### config.mk
export PLATFORM = sky130hd
export DESIGN_NAME = ttt_board_ctrl
export DESIGN_NICKNAME = d
export VERILOG_FILES = /design/src/rtl/ttt_pkg.sv /design/src/rtl/line_detect.sv /design/src/rtl/ttt_board_ctrl.sv
export SDC_FILE = /design/constraint.sdc
export NUM_CORES = 1
export LEC_CHECK = 0
export ABC_AREA = 1
export CORE_MARGIN = 4
export CORE_UTILIZATION = 50
export DETAILED_ROUTE_END_ITERATION = 10
export GPL_TIMING_DRIVEN = 0
export PLACE_DENSITY = 0.86
export SYNTH_ARGS = -nofsm -noshare
export SYNTH_HDL_FRONTEND = slang
export SYNTH_HIERARCHICAL = 1
export SYNTH_SLANG_ARGS = --single-unit
### constraint.sdc
create_clock -name clk -period 2.28 [get_ports clk]
set_input_delay 0.57 -clock clk [delete_from_list [all_inputs] [get_ports clk]]
set_output_delay 0.57 -clock clk [all_outputs]
set_load 0.01 [all_outputs]
### src/rtl/ttt_pkg.sv
// ttt_pkg: shared FSM states, board size and player encodings for the tic-tac-toe controller.
package ttt_pkg;
    typedef enum logic [1:0] {MOVE, CHECK, OVER} state_t;
    localparam int CELLS = 9;
    localparam logic PLAYER_X = 1'b0;
    localparam logic PLAYER_O = 1'b1;
endpackage

### src/rtl/line_detect.sv
// line_detect: flags a completed row, column or diagonal in one player's occupancy vector.
import ttt_pkg::*;
module line_detect (
    input  logic [CELLS-1:0] cells,
    output logic             hit
);
    assign hit = (&cells[2:0]) | (&cells[5:3]) | (&cells[8:6]) |
                 (cells[0] & cells[3] & cells[6]) |
                 (cells[1] & cells[4] & cells[7]) |
                 (cells[2] & cells[5] & cells[8]) |
                 (cells[0] & cells[4] & cells[8]) |
                 (cells[2] & cells[4] & cells[6]);
endmodule

### src/rtl/ttt_board_ctrl.sv
// ttt_board_ctrl: accepts alternating moves, rejects illegal ones and
// resolves win/draw one cycle after each accepted move.
import ttt_pkg::*;
module ttt_board_ctrl #(
    parameter logic FIRST_PLAYER = PLAYER_X
) (
    input  logic             clk,
    input  logic             rst,
    input  logic             new_game,
    input  logic             play,
    input  logic [3:0]       pos,
    output logic             ready,
    output logic [CELLS-1:0] X,
    output logic [CELLS-1:0] O,
    output logic             turn,
    output logic [3:0]       move_cnt,
    output logic             win_x,
    output logic             win_o,
    output logic             draw,
    output logic             done,
    output logic             illegal
);
    state_t state;
    logic x_line, o_line, in_range, free, mover_won;
    line_detect u_x (.cells(X), .hit(x_line));
    line_detect u_o (.cells(O), .hit(o_line));
    assign in_range  = pos < 4'(CELLS);
    assign free      = in_range && !(X[pos] || O[pos]);
    // turn still names the mover while in CHECK
    assign mover_won = (turn == PLAYER_O) ? o_line : x_line;
    assign ready     = (state == MOVE);
    always_ff @(posedge clk) begin
        if (rst || new_game) begin
            state    <= MOVE;
            X        <= '0;
            O        <= '0;
            turn     <= FIRST_PLAYER;
            move_cnt <= '0;
            win_x    <= 1'b0;
            win_o    <= 1'b0;
            draw     <= 1'b0;
            done     <= 1'b0;
            illegal  <= 1'b0;
        end else begin
            illegal <= 1'b0;
            case (state)
                MOVE: if (play) begin
                    if (free) begin
                        if (turn == PLAYER_O) O <= O | (9'b1 << pos);
                        else                  X <= X | (9'b1 << pos);
                        move_cnt <= move_cnt + 4'd1;
                        state    <= CHECK;
                    end else begin
                        illegal <= 1'b1;
                    end
                end
                CHECK: begin
                    if (mover_won) begin
                        win_x <= (turn == PLAYER_X);
                        win_o <= (turn == PLAYER_O);
                        done  <= 1'b1;
                        state <= OVER;
                    end else if (move_cnt == 4'(CELLS)) begin
                        draw  <= 1'b1;
                        done  <= 1'b1;
                        state <= OVER;
                    end else begin
                        turn  <= ~turn;
                        state <= MOVE;
                    end
                end
                default: state <= OVER;
            endcase
        end
    end
endmodule
==> impl_metrics.ini <==
[final_layout]
layout-drive-gt1-share_pct = 8.36
nFillCells = 272
final_nets = 296
syn2layout_area_growth_pct = 30.2
fin_cells = 331
final_common_cell = nand2_1
final_cell_mix = 63 x nand2_1, 39 x nor2_1, 36 x inv_1, 36 x clkdlybuf4s50_1, 30 x dfxtp_1
n_antenna_cell = 0
final_area_um2 = 2070

[power]
pwr-share-seq_pct = 55.3
powerDensity_nw_per_um2 = 465
swShare_pct = 25.8
clockPowerShare_pct = 34.7
ir_drop_uv = 365
power.share.combinational_pct = 10.1
intPower_uw = 713
p_leak_uw = 0.000833
p_switching_uw = 248

[clocking]
clk_latency_ps = 330
htree_levels = 2
clk_pin_slew_ps = 100
post_cts.repair.setup_buffers = 0
cts_tree = yes
max-clock-path-buffers = 2
ctsHoldBuffers = 0
cts_resized = 0
cts_buffers = 5
root_buffer = clkbuf_4
clock-sinks = 30

[setup_path]
r2r_cells = 10
crit_required_ps = 2510
crit_type = in -> reg
crit_chain = clkdlybuf4s50_1 -> nand2_1 -> inv_2 -> o21ai_1 -> nand2_1 -> o21ai_0 -> nand3_1 -> nor2_1 -> nand2_1 -> nand2_1 -> nor2_1
path_buf_inv = 2
crit_family = simple AND/OR/NAND/NOR gates
critPathSlowestCell = clkdlybuf4s50_1
worst_path_most_repeated_cell = nand2_1
critPathMaxFanout = 5
critPathLaunchType = input pin
crit_path_end_kind = flip-flop
slowest_delay_ps = 510
critPathArrivalTime_ps = 2240
cp.depth = 11

[yosys]
ys_warn_count = 6
netlist_area_um2 = 1590
ys_seq_area_share_pct = 37.8
synth_cell_types = 24
syn_nets = 253
syn_inst = 243
synth-seq-cells = 30
avgSynthCellArea_um2 = 6.53

[global_routing]
grt_pass1_wl_um = 6800
grt_max_degree = 11
antenna_found_initial = 0
grt_use_total_pct = 21.0
overflow = 0
grt_pass1_vias = 1545

[detailed_routing]
drc_errors = 0
drt_iter0_markers = 97
vias = 1663
wl_per_cell_um = 12.0
ant_nets = 0
routed_wl_um = 3960
first_pass_iters = 6
avgViaCountPerCell = 5.02

[placed_design]
place_congestion = 0.950
io_buffer_count = 36
dpl.cell_count = 323
placed_area_um2 = 2000
dp_hpwl_um = 3010

[floorplan]
core_um2 = 3050
dieArea_um2 = 4140
chipWidth_um = 64.4
die_h_um = 64.4
io_pins = 37
initial_core_util_pct = 52.0
rows = 20

[status]
status = finished, final reports clean

[timing]
relSlewSlack_pct = 64.3
max_freq_ghz = 0.499
tightestPinTransition_ps = 536
finClkSkew_ps = 12.6
fin_crit_sh_pct = 88.0
fin_crit_ps = 2010
drv_slew = 0
holdWs_ps = 494
finalSetupViolCount = 0
hold_viol = 0
rsz0062_at_grt = no

[job]
maxCapViolCount = 0

[hold_path]
worstHoldPathCells = 2
hp-class = reg -> reg
==> cell families (layout without fill, tap and decap cells) <==
group	after synthesis	in the layout	synth area share (%)
DFF	30	30	37.8
adders and majority gates	2	2	1.58
AOI/OAI and AO/OA	32	32	11.1
buffers and inverters	47	91	12.8
xor gates and xnor gates	2	2	1.10
and+or+nand+nor	130	130	35.5
==> worst register-to-register path, delay by kind of cell, from the launching register on <==
kind,cells,cell delay (ps)
buf+inv,1,90
compound gates,1,210
simple gates,8,740
flops,1,350
==> synth_stat cells, drive strengths merged <==
cell type	number	area share [%]
a31oi	1	0.39
nand2	65	16
ha	2	1.6
nand3	7	2.8
xor2	1	0.55
dfxtp	30	38
nand4	18	7.1
xnor2	1	0.55
clkbuf	3	0.95
a21oi	22	7.2
o21ai	9	3.5
nor2	40	9.9
inv	39	9.2
buf	5	2.7
==> stage by stage <==
stage               setup slack, ps  TNS, ps  total power, uW  utilization, %
finish                          274        0              961            67.7
global route                    125        0             1010            67.7
CTS                             287        0              971            67.7
detailed placement            -64.8     -127              639            65.6
global placement               33.8        0              638            65.6
floorplan                       771        0              602               -
==> final cells by class <==
class	instances	area [um2]	share of cell area (%)
multi-input cells	166	783	37.9
flip-flops and latches	30	601	29.1
repair buffers	36	360	17.4
well taps	44	55.1	2.66
inverters	39	146	7.08
clock inverters	2	12.5	0.605
clock buffers	6	51.3	2.48
plain buffers	8	57.6	2.78
==> registers in the layout, summed over array words and instances (netlist names) <==
signal and cells:
win_o 1, turn 1, done 1, X 9
illegal 1, draw 1, win_x 1, state 2
O 9, move_cnt 4
==> power groups by stage <==
| stage | Clock [uW] | Combinational [uW] | Sequential, uW |
|---|---|---|---|
| finish | 333 | 96.6 | 531 |
| global route | 369 | 105 | 532 |
| CTS | 344 | 95.9 | 531 |
| detailed placement | 0 | 95.7 | 543 |
| global placement | 0 | 94.7 | 543 |
| floorplan | 0 | 57.9 | 544 |
==> per-layer routing <==
layer	track usage, %	wire length, um	up-vias
li1	-	-	853
met1	24.7	1810	739
met2	34.9	1770	61
met3	6.33	293	10
met4	9.76	90	0
met5	0	0	-
==> final timing paths <==
kind                          start                       end  slack [ps]
setup / recovery             pos[1]  move_cnt[1]$_SDFFE_PP0P_         270
hold / removal    done$_SDFFE_PP0P_         done$_SDFFE_PP0P_         490
setup reg to reg  O[6]$_SDFFE_PP0P_  move_cnt[1]$_SDFFE_PP0P_         790
hold reg to reg   done$_SDFFE_PP0P_         done$_SDFFE_PP0P_         490
Note: power is estimated with default switching activity, not from simulation.
